==> src/rtl/elevator_pkg.sv <==
// Shared types and default sizing for the elevator scheduler and car datapath.
package elevator_pkg;

  typedef enum logic [1:0] {
    IDLE = 2'd0,
    MOVE = 2'd1,
    DOOR = 2'd2
  } state_e;

  localparam int DEF_NUM_FLOORS = 16;
  localparam int DEF_FLOOR_W    = 4;

endpackage

==> src/rtl/floor_prio_enc.sv <==
// Nearest-pending-floor search: lowest set bit above pos when search_up,
// otherwise highest set bit below pos.
module floor_prio_enc
  import elevator_pkg::*;
#(
  parameter int NUM_FLOORS = DEF_NUM_FLOORS,
  parameter int FLOOR_W    = DEF_FLOOR_W
) (
  input  logic [NUM_FLOORS-1:0] req,
  input  logic [FLOOR_W-1:0]    pos,
  input  logic                  search_up,
  output logic                  found,
  output logic [FLOOR_W-1:0]    index
);

  logic [NUM_FLOORS-1:0] cand;

  for (genvar gi = 0; gi < NUM_FLOORS; gi++) begin : g_mask
    assign cand[gi] = req[gi] &&
                      (search_up ? (FLOOR_W'(gi) > pos) : (FLOOR_W'(gi) < pos));
  end

  // Scan order is chosen so the last hit is the floor nearest to pos.
  always_comb begin
    found = |cand;
    index = '0;
    if (search_up) begin
      for (int i = NUM_FLOORS - 1; i >= 0; i--) begin
        if (cand[i]) index = FLOOR_W'(i);
      end
    end else begin
      for (int i = 0; i < NUM_FLOORS; i++) begin
        if (cand[i]) index = FLOOR_W'(i);
      end
    end
  end

endmodule

==> src/rtl/elevator_scheduler.sv <==
// LOOK-policy request scheduler: latches floor calls, steers the car toward the
// nearest pending floor in the sweep direction and times the door.
module elevator_scheduler
  import elevator_pkg::*;
#(
  parameter int NUM_FLOORS  = DEF_NUM_FLOORS,
  parameter int FLOOR_W     = DEF_FLOOR_W,
  parameter int DOOR_CYCLES = 8
) (
  input  logic                  clk,
  input  logic                  rst,
  input  logic                  call_valid,
  input  logic [FLOOR_W-1:0]    call_floor,
  input  logic [FLOOR_W-1:0]    car_floor,
  output logic [FLOOR_W-1:0]    target_floor,
  output logic                  dir_up,
  output logic                  door_open,
  output logic                  busy,
  output logic [NUM_FLOORS-1:0] pending
);

  localparam int CNT_W = $clog2(DOOR_CYCLES + 1);

  state_e                state_q, state_d;
  logic [NUM_FLOORS-1:0] pending_q, pending_d;
  logic [FLOOR_W-1:0]    target_floor_q, target_floor_d;
  logic                  dir_up_q, dir_up_d;
  logic                  door_open_q, door_open_d;
  logic [CNT_W-1:0]      door_cnt_q, door_cnt_d;

  logic [NUM_FLOORS-1:0] above_mask, below_mask, call_hot, tgt_hot, set_hot;
  logic                  any_above, any_below, search_up, call_ok, call_here;
  logic                  enc_found;
  logic [FLOOR_W-1:0]    enc_index;

  for (genvar gi = 0; gi < NUM_FLOORS; gi++) begin : g_side
    assign above_mask[gi] = pending_q[gi] && (FLOOR_W'(gi) > car_floor);
    assign below_mask[gi] = pending_q[gi] && (FLOOR_W'(gi) < car_floor);
  end

  assign any_above = |above_mask;
  assign any_below = |below_mask;
  // While moving the sweep direction is fixed; from IDLE keep going the same
  // way unless nothing lies ahead.
  assign search_up = (state_q == MOVE) ? dir_up_q : (any_above && (dir_up_q || !any_below));
  assign call_ok   = call_valid && (int'(call_floor) < NUM_FLOORS);
  assign call_here = call_ok && (call_floor == car_floor);
  assign call_hot  = NUM_FLOORS'(1) << call_floor;
  assign tgt_hot   = NUM_FLOORS'(1) << target_floor_q;

  floor_prio_enc #(
    .NUM_FLOORS(NUM_FLOORS),
    .FLOOR_W   (FLOOR_W)
  ) u_prio_enc (
    .req      (pending_q),
    .pos      (car_floor),
    .search_up(search_up),
    .found    (enc_found),
    .index    (enc_index)
  );

  always_ff @(posedge clk or negedge rst) begin
    if (!rst) begin
      state_q        <= IDLE;
      pending_q      <= '0;
      target_floor_q <= '0;
      dir_up_q       <= 1'b1;
      door_open_q    <= 1'b0;
      door_cnt_q     <= '0;
    end else begin
      state_q        <= state_d;
      pending_q      <= pending_d;
      target_floor_q <= target_floor_d;
      dir_up_q       <= dir_up_d;
      door_open_q    <= door_open_d;
      door_cnt_q     <= door_cnt_d;
    end
  end

  always_comb begin
    state_d        = state_q;
    pending_d      = pending_q;
    target_floor_d = target_floor_q;
    dir_up_d       = dir_up_q;
    door_open_d    = door_open_q;
    door_cnt_d     = door_cnt_q;
    set_hot        = call_ok ? call_hot : '0;
    case (state_q)
      IDLE: begin
        if (call_here) begin
          state_d     = DOOR;
          door_open_d = 1'b1;
          door_cnt_d  = CNT_W'(DOOR_CYCLES);
          set_hot     = '0;
        end else if (|pending_q) begin
          state_d        = MOVE;
          dir_up_d       = search_up;
          target_floor_d = enc_found ? enc_index : car_floor;
        end
      end
      MOVE: begin
        if (car_floor == target_floor_q) begin
          // A call for the arriving floor is served by this door opening.
          pending_d   = pending_q & ~tgt_hot;
          state_d     = DOOR;
          door_open_d = 1'b1;
          door_cnt_d  = CNT_W'(DOOR_CYCLES);
          if (call_here) set_hot = '0;
        end else if (enc_found) begin
          target_floor_d = enc_index;
        end
      end
      DOOR: begin
        if (call_here) begin
          door_cnt_d = CNT_W'(DOOR_CYCLES);
          set_hot    = '0;
        end else if (door_cnt_q == CNT_W'(1)) begin
          state_d     = IDLE;
          door_open_d = 1'b0;
          door_cnt_d  = '0;
        end else begin
          door_cnt_d = door_cnt_q - CNT_W'(1);
        end
      end
      default: state_d = IDLE;
    endcase
    pending_d = pending_d | set_hot;
  end

  always_comb begin
    target_floor = target_floor_q;
    dir_up       = dir_up_q;
    door_open    = door_open_q;
    pending      = pending_q;
    busy         = (state_q != IDLE) || (|pending_q);
  end

endmodule

==> config.mk <==
export PLATFORM = sky130hd
export DESIGN_NAME = elevator_scheduler
export DESIGN_NICKNAME = d
export VERILOG_FILES = /design/src/rtl/elevator_pkg.sv /design/src/rtl/floor_prio_enc.sv /design/src/rtl/elevator_scheduler.sv
export SDC_FILE = /design/constraint.sdc
export NUM_CORES = 1
export LEC_CHECK = 0
export ABC_AREA = 0
export ABC_CLOCK_PERIOD_IN_PS = 8500
export CAP_MARGIN = 10
export CORE_ASPECT_RATIO = 0.6
export CORE_UTILIZATION = 30
export CTS_BUF_LIST = sky130_fd_sc_hd__clkbuf_4 sky130_fd_sc_hd__clkbuf_8 sky130_fd_sc_hd__clkbuf_16
export CTS_CLUSTER_SIZE = 12
export DETAILED_ROUTE_END_ITERATION = 10
export PLACE_DENSITY = 0.51
export SYNTH_ARGS = -nofsm -noshare
export SYNTH_HDL_FRONTEND = slang
export SYNTH_HIERARCHICAL = 1
export SYNTH_SLANG_ARGS = --single-unit
==> constraint.sdc <==
create_clock -name clk -period 8.5 [get_ports clk]
set_input_delay 1.7 -clock clk [delete_from_list [all_inputs] [get_ports clk]]
set_output_delay 1.7 -clock clk [all_outputs]
set_load 0.03 [all_outputs]
==> results of run 1 <==
[synth_stat cells, types with 3 or more instances]
master and n:
sky130_fd_sc_hd__a21oi_1 27, sky130_fd_sc_hd__and3b_1 3, sky130_fd_sc_hd__o21ai_1 11, sky130_fd_sc_hd__o211ai_1 5, sky130_fd_sc_hd__xor2_1 3, sky130_fd_sc_hd__nand2_1 23
sky130_fd_sc_hd__buf_4 3, sky130_fd_sc_hd__o21ai_0 42, sky130_fd_sc_hd__a22o_1 3, sky130_fd_sc_hd__nand2b_1 10, sky130_fd_sc_hd__o21bai_1 3, sky130_fd_sc_hd__o22ai_1 5
sky130_fd_sc_hd__a211oi_1 4, sky130_fd_sc_hd__nor2_1 22, sky130_fd_sc_hd__or3_4 3, sky130_fd_sc_hd__nand4b_1 3, sky130_fd_sc_hd__mux2_4 4, sky130_fd_sc_hd__inv_1 13
sky130_fd_sc_hd__dfrtp_1 27, sky130_fd_sc_hd__nand3_1 9, sky130_fd_sc_hd__a31oi_1 3, sky130_fd_sc_hd__mux2_2 4, sky130_fd_sc_hd__nor3_1 8, sky130_fd_sc_hd__and2_1 5
sky130_fd_sc_hd__a21o_1 6, sky130_fd_sc_hd__nand3b_1 6, sky130_fd_sc_hd__buf_2 9, sky130_fd_sc_hd__and3_1 3, sky130_fd_sc_hd__nor3b_1 4, sky130_fd_sc_hd__nor2b_1 5
sky130_fd_sc_hd__xnor2_1 3, sky130_fd_sc_hd__clkbuf_1 4, sky130_fd_sc_hd__a21boi_1 3
[layout make-up]
type                            count  area, sq um
Inverter                           13         48.8
Tap cell                          112          140
Sequential cell                    28          702
Clock buffer                        4         82.6
Multi-Input combinational cell    273         1790
Fill cell                         912         5390
Timing Repair Buffer               39          375
[cell families (layout without fill, tap and decap cells)]
| kind of cell | after synthesis | count (layout) |
|---|---|---|
| muxes | 9 | 9 |
| buffers and inverters | 31 | 56 |
| DFF | 28 | 28 |
| AOI/OAI and AO/OA | 134 | 134 |
| and+or+nand+nor | 120 | 120 |
| xor gates and xnor gates | 8 | 8 |
| adders and majority gates | 2 | 2 |
[per-stage QoR]
step / std cells / power, mW / hold slack, ns
after floorplan: 332 / 0.626 / 0.489
after global placement: 465 / 0.831 / 0.530
after detailed placement: 465 / 0.832 / 0.536
after CTS: 469 / 0.951 / 0.550
after global routing: 469 / 1.01 / 0.573
final: 469 / 0.951 / 0.547
[cells in the final DEF (no fill, tap or decap), drive strengths merged, types with 8 or more instances in the layout]
cell           synthesis  final
nor2                  22     22
nor3                   8      8
o21ai                 53     53
nand2                 23     23
dfrtp                 27     27
clkdlybuf4s50          0     33
nand2b                10     10
nand3                  9      9
mux2                   8      8
a21oi                 28     28
inv                   13     13
[registers in the layout, indices dropped and copies added (netlist names)]
| name | count |
|---|---|
| state_q | 2 |
| door_cnt_q | 4 |
| target_floor | 4 |
| door_open | 1 |
| dir_up | 1 |
| pending | 16 |
[metal layers]
metal / global-route usage / part of all wire
met5: 0 / 0
met4: 0.0254 / 0.0023
met3: 0.0371 / 0.058
met2: 0.264 / 0.39
met1: 0.317 / 0.55
[worst max-delay path by stage]
stage | start | end | slack, ns
2_1_floorplan | car_floor[2] | target_floor[0] | 3.51
3_3_place_gp | car_floor[1] | target_floor[0] | 2.36
3_5_place_dp | car_floor[2] | target_floor[1] | 2.28
4_1_cts | car_floor[2] | target_floor[1] | 2.57
5_1_grt | car_floor[2] | target_floor[0] | 2.21
6_report | car_floor[2] | target_floor[0] | 2.55
[report_power, final]
| part | switching, mW | leakage, nW | internal, mW |
|---|---|---|---|
| sequential | 0.137 | 0.304 | 0.186 |
| combinational | 0.279 | 0.834 | 0.233 |
| clock | 0.0476 | 0.0416 | 0.0677 |
[worst max-delay path, stage by stage]
cell and delay (ns):
sky130_fd_sc_hd__clkdlybuf4s50_1 0.60, sky130_fd_sc_hd__buf_4 0.31, sky130_fd_sc_hd__a211oi_1 0.23, sky130_fd_sc_hd__o21bai_1 0.08, sky130_fd_sc_hd__a2111oi_0 0.40, sky130_fd_sc_hd__a31oi_1 0.20, sky130_fd_sc_hd__nor2_2 0.13, sky130_fd_sc_hd__buf_4 0.33
sky130_fd_sc_hd__and3b_1 0.23, sky130_fd_sc_hd__a22oi_2 0.19, sky130_fd_sc_hd__nand2b_1 0.13, sky130_fd_sc_hd__nor3_1 0.33, sky130_fd_sc_hd__and2_1 0.19, sky130_fd_sc_hd__nand3_1 0.10, sky130_fd_sc_hd__nor2_1 0.28, sky130_fd_sc_hd__mux2_2 0.39
sky130_fd_sc_hd__mux2_4 0.25
==> metrics.log, run 1 <==
INFO  metric critPathCaptureType = flop
INFO  metric required = 8.66 ns
INFO  metric post_cts.resized_instances = 0
INFO  metric ff2ff_setup_slack = 4.08 ns
INFO  metric post_cts_setup_buffer_count = 0
INFO  metric worst-slew-pin-transition = 0.834 ns
INFO  metric grt_first_pass_wirelength = 13500 um
INFO  metric detailedRoute.firstIterationViolations = 196
INFO  metric diodes = 0
INFO  metric timing_worst_setup_path_type = primary input to flop
INFO  metric placement.cell_area = 0.00306 sq mm
INFO  metric detail_route.wirelength = 8550 um
INFO  metric final_cell_area = 0.00314 sq mm
INFO  metric numCtsBuffers = 3
INFO  metric preCtsSetupSlack = 2.28 ns
INFO  metric syn_area = 0.00264 sq mm
INFO  metric initial_core_util = 0.310
INFO  metric cts_hold_buffers = 0
INFO  metric remaining_drc_errors = 0
INFO  metric worst_r2r_path_depth = 16
INFO  metric chipWidth = 123 um
INFO  metric vdd_drop_max = 96.4 uV
INFO  metric finalHoldViolations = 0
INFO  metric setup-tns-final = 0 ns
INFO  metric syn_avg_cell_area = 7.96 sq um
INFO  metric synth_fa_ha_area_frac = 0.00947
INFO  metric ys_seq_elements = 28
INFO  metric post_drt_wl_per_cell = 18.2 um
INFO  metric first_global_vias = 2325
INFO  metric grt_overflow = 0
INFO  metric core_region_area = 0.00852 sq mm
INFO  metric finalCoreUtilization = 0.368
INFO  metric cts.htree.levels = 1
INFO  metric cp_max_fo = 41
INFO  metric via_per_inst = 5.73
INFO  metric synth-simple-area-share = 0.269
INFO  metric synth_xor_area_frac = 0.0322
INFO  metric hold_path_end = dir_up
INFO  metric power_per_cell_area = 303 mW/mm^2
INFO  metric critical_path_arrival = 6.11 ns
INFO  metric tritoncts_clock_tree = built
INFO  metric finalSetupViolCount = 0
INFO  metric top_level_ports = 34
INFO  metric vias = 2686
INFO  metric postLayoutSetupSlackWorst = 2.55 ns
INFO  metric worst_skew_late_latency = 0.27 ns
INFO  metric power.leakage = 1.18 nW
INFO  metric synthToLayoutAreaGrowth = 18.8%
INFO  metric slew_violations = 0
INFO  metric synth_cells = 332
INFO  metric drtPass1Iterations = 5
INFO  metric min_from = dir_up
INFO  metric postSynthNetCount = 345
INFO  metric ys_dominant_reg_cell = sky130_fd_sc_hd__dfrtp_1
INFO  metric final_min_period_over_clock_period = 0.701
INFO  metric min_period = 5.95 ns
INFO  metric post_synth_edffs = 0
INFO  metric clock_pin_slew_worst_setup_and_hold_paths = 0.07 ns
INFO  metric unrepaired_setup_endpoints_after_global_routing = false
INFO  metric tritoncts_num_sinks = 28
INFO  metric clock_skew = 0.00478 ns
INFO  metric design.final.nets = 371
INFO  metric synthDominantAreaCellType = sky130_fd_sc_hd__dfrtp_1
INFO  metric synth_compound_gate_area_share = 0.321
INFO  metric total_half_perimeter_wirelength_after_legalization_and_detailed_placement = 6500 um
INFO  metric start_kind = primary input
INFO  metric largest_net_degree_at_the_start_of_global_routing = 42
INFO  metric regToRegStartpoint = pending[2]
INFO  metric hold_path_class = flop to flop
INFO  metric grt_antenna_before_repair = 0
INFO  metric clock-root-buffer = sky130_fd_sc_hd__clkbuf_16
INFO  metric gp_routability_congestion = 0.883
INFO  metric drv.max_cap_violation_count = 0
INFO  metric netlist_top_cells_area = sky130_fd_sc_hd__dfrtp_1, sky130_fd_sc_hd__o21ai_0, sky130_fd_sc_hd__a21oi_1
INFO  metric grt.total_usage = 0.196
INFO  metric max_slew_headroom_at_the_worst_pin = 0.439
INFO  metric post-synth-top-area-fraction = 0.256
INFO  metric rows = 26
INFO  metric die_height = 74.7 um
INFO  metric portbufs = 33
INFO  metric dieArea = 0.00920 sq mm
INFO  metric status = finished clean
INFO  metric synth_async_sr_flop_share = 1.00
INFO  metric final_layout_size_suffix_gt1_frac = 0.101
INFO  metric max-clock-path-buffers = 2
INFO  metric synth.distinct_cells = 67
INFO  metric count_of_yosys_warnings_during_synthesis = 6
INFO  metric hold_path_depth = 2
INFO  metric regToRegEndpoint = target_floor[0]
INFO  metric multiplexer_fraction_of_the_synthesized_cell_area = 0.0436
INFO  metric ant_nets = 0
INFO  metric main_combinational_cell_family_by_area_after_synthesis = compound AO/OA/AOI/OAI gates
INFO  metric ys_seq_area_frac = 0.266
INFO  metric achievable-frequency = 0.168 GHz
Note: power is estimated with default switching activity, not from simulation.
==> run 2: changes to the inputs <==
- ABC_CLOCK_PERIOD_IN_PS: 8500 -> 5600
- clock period: 8.5 -> 5.6 ns (I/O delays scaled with it)
==> run 2 against run 1 <==
Critical path depth down 1. Non-clock buffer count rose by 1. Wire length rose by 1.9%. Worst hold slack lost 0.037 ns. Largest power group unchanged. Highest routed layer unchanged.
==> metrics.log, run 2 (same netlist as run 1, synthesis figures left out) <==
INFO  metric worst_skew_late_latency = 0.26 ns (was 0.27 ns)
INFO  metric critical_path.endpoint = target_floor[1] (was target_floor[0])
INFO  metric worst_hold_slack = 0.510 ns (was 0.547 ns)
INFO  metric max_slew_headroom_at_the_worst_pin = 0.438 (was 0.439)
INFO  metric min_period = 5.13 ns
INFO  metric route.top_layer_used = met4 (unchanged)
INFO  metric tritoncts_clock_tree = built (unchanged)
INFO  metric drt-met1-wl = 4600 um (was 4670 um)
INFO  metric detail_route.wirelength = 8710 um (was 8550 um)
INFO  metric vias = 2745 (was 2686)
INFO  metric chipWidth = 123 um (unchanged)
INFO  metric finalCoreUtilization = 0.372 (was 0.368)
INFO  metric worst_path_cell_chain = clkdlybuf4s50_1 -> a21oi_1 -> o22ai_1 -> a2111oi_0 -> a31oi_1 -> nor2_2 -> buf_4 -> buf_4 -> nand2b_1 -> o22ai_1 -> nor2_1 -> o311a_1 -> nand3_1 -> nor2_1 -> mux2_2 -> mux2_4 (was clkdlybuf4s50_1 -> buf_4 -> a211oi_1 -> o21bai_1 -> a2111oi_0 -> a31oi_1 -> nor2_2 -> buf_4 -> and3b_1 -> a22oi_2 -> nand2b_1 -> nor3_1 -> and2_1 -> nand3_1 -> nor2_1 -> mux2_2 -> mux2_4)
INFO  metric final_cell_area = 0.00317 sq mm (was 0.00314 sq mm)
INFO  metric first_global_vias = 2407 (was 2325)
INFO  metric unrepaired_setup_endpoints_after_global_routing = false (unchanged)
INFO  metric start_kind = primary input (unchanged)
INFO  metric detailedRoute.firstIterationViolations = 259 (was 196)
INFO  metric post_cts_setup_buffer_count = 0 (unchanged)
INFO  metric initial_core_util = 0.310 (unchanged)
INFO  metric route.met3.wl = 782 um (was 497 um)
INFO  metric largest_reg_flops = 16 (unchanged)
INFO  metric critPathBufInv = 3 (unchanged)
INFO  metric clock_pin_slew_worst_setup_and_hold_paths = 0.07 ns (about the same)
INFO  metric die_height = 74.7 um (unchanged)
INFO  metric max-clock-path-buffers = 2 (unchanged)
INFO  metric critical_path.top_delay_family = compound AO/OA/AOI/OAI gates (was simple AND/OR/NAND/NOR gates)
INFO  metric via_per_inst = 5.84 (was 5.73)
INFO  metric power_per_cell_area = 468 mW/mm^2 (was 303 mW/mm^2)
INFO  metric area_used_by_multi_input_combinational_logic = 0.00179 sq mm (unchanged)
INFO  metric finalHoldViolations = 0 (unchanged)
INFO  metric layout_common_cells = sky130_fd_sc_hd__o21ai_0, sky130_fd_sc_hd__clkdlybuf4s50_1, sky130_fd_sc_hd__a21oi_1, sky130_fd_sc_hd__dfrtp_1, sky130_fd_sc_hd__nand2_1 (unchanged)
INFO  metric grt_overflow = 0 (unchanged)
INFO  metric grt.total_usage = 0.199 (was 0.196)
INFO  metric regToRegEndpoint = target_floor[1] (was target_floor[0])
INFO  metric critPathCaptureType = flop (unchanged)
INFO  metric post_drt_wl_per_cell = 18.5 um (was 18.2 um)
INFO  metric tritoncts_num_sinks = 28 (unchanged)
INFO  metric critPathLaunch = car_floor[3] (was car_floor[2])
INFO  metric worst_r2r_path_depth = 16 (unchanged)
INFO  metric fillCellCount = 890 (was 912)
INFO  metric grt_first_pass_wirelength = 13700 um (was 13500 um)
INFO  metric cp_max_fo = 20 (was 41)
INFO  metric numCtsBuffers = 3 (unchanged)
INFO  metric ff2ff_setup_slack = 1.08 ns (was 4.08 ns)
INFO  metric final_min_period_over_clock_period = 0.917
INFO  metric achievable-frequency = 0.195 GHz
INFO  metric dieArea = 0.00920 sq mm (unchanged)
INFO  metric sequential_cell_area = 702 sq um (unchanged)
INFO  metric critical_path_arrival = 5.28 ns (was 6.11 ns)
INFO  metric grt_antenna_before_repair = 0 (unchanged)
INFO  metric power.total = 1.48 mW (was 0.951 mW)
INFO  metric finalSetupViolCount = 0 (unchanged)
INFO  metric synthToLayoutAreaGrowth = 19.9% (was 18.8%)
INFO  metric min_from = dir_up (unchanged)
INFO  metric drv.max_cap_violation_count = 0 (unchanged)
INFO  metric hold_path_class = flop to flop (unchanged)
INFO  metric diodes = 0 (unchanged)
INFO  metric power.leakage = 1.19 nW (was 1.18 nW)
INFO  metric ant_nets = 0 (unchanged)
INFO  metric regToRegStartpoint = pending[2] (unchanged)
INFO  metric total_half_perimeter_wirelength_after_legalization_and_detailed_placement = 6440 um (was 6500 um)
INFO  metric remaining_drc_errors = 0 (unchanged)
INFO  metric placement.cell_area = 0.00306 sq mm (about the same)
INFO  metric critical_path_cell_count = 16 (was 17)
INFO  metric slew_violations = 0 (unchanged)
INFO  metric portbufs = 33 (unchanged)
INFO  metric final_layout_size_suffix_gt1_frac = 0.103 (was 0.101)
INFO  metric vdd_drop_max = 158 uV (was 96.4 uV)
INFO  metric status = finished clean (unchanged)
INFO  metric top_level_ports = 34 (unchanged)
INFO  metric design.final.nets = 372 (was 371)
INFO  metric cts_hold_buffers = 0 (unchanged)
INFO  metric setup-tns-final = 0 ns (unchanged)
INFO  metric met2RoutedLength = 3300 um (was 3350 um)
INFO  metric largest_net_degree_at_the_start_of_global_routing = 32 (was 42)
INFO  metric critical_path.max_stage_delay = 0.60 ns (about the same)
INFO  metric gp_routability_congestion = 0.859 (was 0.883)
INFO  metric drtPass1Iterations = 5 (unchanged)
INFO  metric timing_worst_setup_path_type = primary input to flop (unchanged)
INFO  metric rows = 26 (unchanged)
INFO  metric required = 5.75 ns (was 8.66 ns)
INFO  metric cts.htree.levels = 1 (unchanged)
INFO  metric layout.cells.most_common = sky130_fd_sc_hd__o21ai_0 (unchanged)
INFO  metric slowest_cp_cell = sky130_fd_sc_hd__clkdlybuf4s50_1 (unchanged)
INFO  metric clock_skew = 0.00616 ns (was 0.00478 ns)
INFO  metric worst-slew-pin-transition = 0.836 ns (was 0.834 ns)
INFO  metric clock-root-buffer = sky130_fd_sc_hd__clkbuf_16 (unchanged)
INFO  metric core_region_area = 0.00852 sq mm (unchanged)
INFO  metric post_cts.resized_instances = 0 (unchanged)
## run 2: cell count changes in the layout (fill, tap and decap cells not counted), sizes merged
cell    before  now
buf          6    7
bufinv       0    1
clkbuf       4    3
## run 2: power breakdown
group	switching (mW)	internal, mW	total (mW)
logic	0.422	0.354	0.776
clock network	0.0686	0.142	0.211
registers	0.211	0.283	0.494
total	0.702	0.779	1.48
## run 2: worst min-delay path by stage
stage | slack [ns] | cells after the start | to
after global routing | 0.55 | 2 | dir_up
after global placement | 0.51 | 2 | dir_up
after detailed placement | 0.50 | 2 | dir_up
after floorplan | 0.49 | 2 | door_cnt_q[3]
after CTS | 0.51 | 2 | dir_up
final | 0.51 | 2 | dir_up
## run 2: per-layer routing
layer / vias to the layer above / GRT usage
met5: - / 0
met2: 139 / 0.253
met3: 4 / 0.0492
met1: 1304 / 0.327
met4: 0 / 0.0308
li1: 1298 / -
## run 2: cell type report
type                            count  share of cell area
Clock buffer                        3              0.0237
Timing Repair Buffer               40               0.121
Sequential cell                    28               0.222
Inverter                           13              0.0154
Multi-Input combinational cell    273               0.565
Tap cell                          112              0.0442
Clock inverter                      1             0.00948
## run 2: tightest hold or removal path, stage by stage (launching register included)
cell and delay [ns]:
sky130_fd_sc_hd__dfstp_2 0.40, sky130_fd_sc_hd__inv_1 0.05, sky130_fd_sc_hd__a211oi_1 0.05
## run 2: through the flow
stage          std cells  setup WS [ns]
5_1_grt              470          0.148
3_5_place_dp         466          0.256
2_1_floorplan        332           1.19
3_3_place_gp         466          0.248
6_report             470          0.467
4_1_cts              470          0.531
==> run 3: changes to the inputs <==
- ABC_CLOCK_PERIOD_IN_PS: 5600 -> 5000
- clock period: 5.6 -> 5 ns (I/O delays scaled with it)
==> run 3 against run 2 <==
Sequential share of layout area fell by 0.67 points. Core utilization rose by 1.2 points. Clock power rose by 14%. Sequential power rose by 14%. Critical path depth did not move. Non-clock buffer count rose by 12. Register-to-register slack got worse by 0.33 ns. Highest routed layer unchanged.
==> metrics.log, run 3 (same netlist as run 1, synthesis figures left out) <==
INFO  metric status = finished clean (unchanged)
INFO  metric detail_route.wirelength = 9000 um (was 8710 um)
INFO  metric initial_core_util = 0.310 (unchanged)
INFO  metric min_period = 4.72 ns
INFO  metric swShare = 0.476 (was 0.474)
INFO  metric hold_path_end = dir_up (unchanged)
INFO  metric critical_path_arrival = 4.87 ns (was 5.28 ns)
INFO  metric layout_common_cells = sky130_fd_sc_hd__o21ai_0, sky130_fd_sc_hd__clkdlybuf4s50_1, sky130_fd_sc_hd__a21oi_1, sky130_fd_sc_hd__dfrtp_1, sky130_fd_sc_hd__nand2_1 (unchanged)
INFO  metric hold_path_depth = 2 (unchanged)
INFO  metric max_slew_headroom_at_the_worst_pin = 0.456 (was 0.438)
INFO  metric worst_hold_slack = 0.546 ns (was 0.510 ns)
INFO  metric clockPowerShare = 0.141 (was 0.142)
INFO  metric clock-root-buffer = sky130_fd_sc_hd__clkbuf_16 (unchanged)
INFO  metric first_global_vias = 2475 (was 2407)
INFO  metric ant_nets = 0 (unchanged)
INFO  metric die_height = 74.7 um (unchanged)
INFO  metric grt_first_pass_wirelength = 14000 um (was 13700 um)
INFO  metric slew_violations = 0 (unchanged)
INFO  metric rows = 26 (unchanged)
INFO  metric worst_r2r_path_depth = 16 (unchanged)
INFO  metric total_half_perimeter_wirelength_after_legalization_and_detailed_placement = 6790 um (was 6440 um)
INFO  metric layout.cells.most_common = sky130_fd_sc_hd__o21ai_0 (unchanged)
INFO  metric required = 5.15 ns (was 5.75 ns)
INFO  metric cp_max_fo = 13 (was 20)
INFO  metric regToRegEndpoint = target_floor[0] (was target_floor[1])
INFO  metric finalSetupViolCount = 0 (unchanged)
INFO  metric worst_skew_late_latency = 0.27 ns (was 0.26 ns)
INFO  metric grt.total_usage = 0.204 (was 0.199)
INFO  metric cts.htree.levels = 1 (unchanged)
INFO  metric p_switching = 0.811 mW (was 0.702 mW)
INFO  metric numCtsBuffers = 3 (unchanged)
INFO  metric preCtsSetupSlack = 0.0296 ns (was 0.256 ns)
INFO  metric critPathCaptureType = flop (unchanged)
INFO  metric tritoncts_clock_tree = built (unchanged)
INFO  metric largest_net_degree_at_the_start_of_global_routing = 30 (was 32)
INFO  metric achievable-frequency = 0.212 GHz
INFO  metric cts_hold_buffers = 0 (unchanged)
INFO  metric tritoncts_num_sinks = 28 (unchanged)
INFO  metric grt_antenna_before_repair = 0 (unchanged)
INFO  metric drtPass1Iterations = 5 (unchanged)
INFO  metric core_region_area = 0.00852 sq mm (unchanged)
INFO  metric start_kind = primary input (unchanged)
INFO  metric fillCellCount = 894 (was 890)
INFO  metric dieArea = 0.00920 sq mm (unchanged)
INFO  metric gp_routability_congestion = 0.871 (was 0.859)
INFO  metric clock_pin_slew_worst_setup_and_hold_paths = 0.07 ns (about the same)
INFO  metric power_per_cell_area = 521 mW/mm^2 (was 468 mW/mm^2)
INFO  metric top_level_ports = 34 (unchanged)
INFO  metric diodes = 0 (unchanged)
INFO  metric remaining_drc_errors = 0 (unchanged)
INFO  metric p_comb_frac = 0.530 (was 0.524)
INFO  metric vias = 2849 (was 2745)
INFO  metric synthToLayoutAreaGrowth = 23.6% (was 19.9%)
INFO  metric vdd_drop_max = 153 uV (was 158 uV)
INFO  metric grt_overflow = 0 (unchanged)
INFO  metric postLayoutSetupSlackWorst = 0.280 ns (was 0.467 ns)
INFO  metric final_layout_size_suffix_gt1_frac = 0.138 (was 0.103)
INFO  metric clock_skew = 0.00747 ns (was 0.00616 ns)
INFO  metric final_min_period_over_clock_period = 0.944
INFO  metric drv.max_cap_violation_count = 0 (unchanged)
INFO  metric hold_path_class = flop to flop (unchanged)
INFO  metric power_report.internal_total = 0.892 mW (was 0.779 mW)
INFO  metric finalHoldViolations = 0 (unchanged)
INFO  metric seq_power_share = 0.329 (was 0.334)
INFO  metric unrepaired_setup_endpoints_after_global_routing = false (unchanged)
INFO  metric post_drt_wl_per_cell = 18.7 um (was 18.5 um)
INFO  metric regToRegStartpoint = pending[2] (unchanged)
INFO  metric min_from = dir_up (unchanged)
INFO  metric ff2ff_setup_slack = 0.75 ns (was 1.08 ns)
INFO  metric power.leakage = 1.26 nW (was 1.19 nW)
INFO  metric detailedRoute.firstIterationViolations = 343 (was 259)
INFO  metric design.final.nets = 384 (was 372)
INFO  metric largest_reg_flops = 16 (unchanged)
INFO  metric finalCoreUtilization = 0.383 (was 0.372)
INFO  metric chipWidth = 123 um (unchanged)
INFO  metric via_per_inst = 5.91 (was 5.84)
INFO  metric max-clock-path-buffers = 2 (unchanged)
INFO  metric portbufs = 33 (unchanged)
INFO  metric timing_worst_setup_path_type = primary input to flop (unchanged)
INFO  metric worst-slew-pin-transition = 0.809 ns (was 0.836 ns)
## run 3: worst max path at each step
stage,endpoint,cells after the start,startpoint
3_5_place_dp,target_floor[1],15,car_floor[3]
3_3_place_gp,target_floor[1],16,car_floor[3]
4_1_cts,target_floor[1],15,car_floor[3]
5_1_grt,target_floor[0],16,car_floor[3]
2_1_floorplan,target_floor[0],16,car_floor[2]
6_report,target_floor[0],16,car_floor[3]
## run 3: what timing repair did
item                                    4_1_cts  5_1_grt
endpoints found under the setup margin        0        4
resized for setup                             0        3
endpoints found under the hold margin         0        0
setup buffers                                 0        0
## run 3: power groups by stage
stage / Combinational [mW] / Clock [mW] / Sequential, mW
finish: 0.902 / 0.240 / 0.561
floorplan: 0.471 / 0 / 0.594
detailed placement: 0.887 / 0 / 0.558
global route: 0.974 / 0.255 / 0.578
global placement: 0.882 / 0 / 0.559
CTS: 0.891 / 0.245 / 0.554
## run 3: cell type report
| cell class | count | area (sq um) | share of cell area |
|---|---|---|---|
| Clock buffer | 3 | 75.1 | 0.0230 |
| Clock inverter | 1 | 30.0 | 0.00919 |
| Inverter | 13 | 48.8 | 0.0149 |
| Multi-Input combinational cell | 273 | 1800 | 0.550 |
| Sequential cell | 28 | 702 | 0.215 |
| Tap cell | 112 | 140 | 0.0429 |
| Timing Repair Buffer | 52 | 473 | 0.145 |
## run 3: layer usage
metal / part of all wire / vias up / global-route usage
li1: - / 1320 / -
met1: 0.53 / 1371 / 0.336
met2: 0.38 / 146 / 0.264
met3: 0.080 / 12 / 0.0432
met4: 0.0061 / 0 / 0.0281
met5: 0 / - / 0
## run 3: worst max-delay path, stage by stage
cell and delay (ns):
sky130_fd_sc_hd__clkdlybuf4s50_1 0.60, sky130_fd_sc_hd__a211oi_1 0.35, sky130_fd_sc_hd__a21oi_1 0.07, sky130_fd_sc_hd__a2111oi_1 0.29
sky130_fd_sc_hd__a31oi_1 0.18, sky130_fd_sc_hd__nor2_2 0.27, sky130_fd_sc_hd__buf_4 0.22, sky130_fd_sc_hd__buf_4 0.20
sky130_fd_sc_hd__nand2b_1 0.12, sky130_fd_sc_hd__o22ai_1 0.09, sky130_fd_sc_hd__nor2_1 0.23, sky130_fd_sc_hd__o311a_1 0.26
sky130_fd_sc_hd__nand3_1 0.14, sky130_fd_sc_hd__nor2_2 0.22, sky130_fd_sc_hd__mux2_2 0.37, sky130_fd_sc_hd__mux2_4 0.25
## run 3: metrics by stage
| stage | power (mW) | TNS (ns) | cell area (sq um) | std cells |
|---|---|---|---|---|
| floorplan | 1.06 | 0 | 2640 | 332 |
| global placement | 1.44 | -0.0773 | 3150 | 478 |
| detailed placement | 1.45 | 0 | 3150 | 478 |
| CTS | 1.69 | 0 | 3260 | 482 |
| global route | 1.81 | 0 | 3270 | 482 |
| finish | 1.70 | 0 | 3270 | 482 |
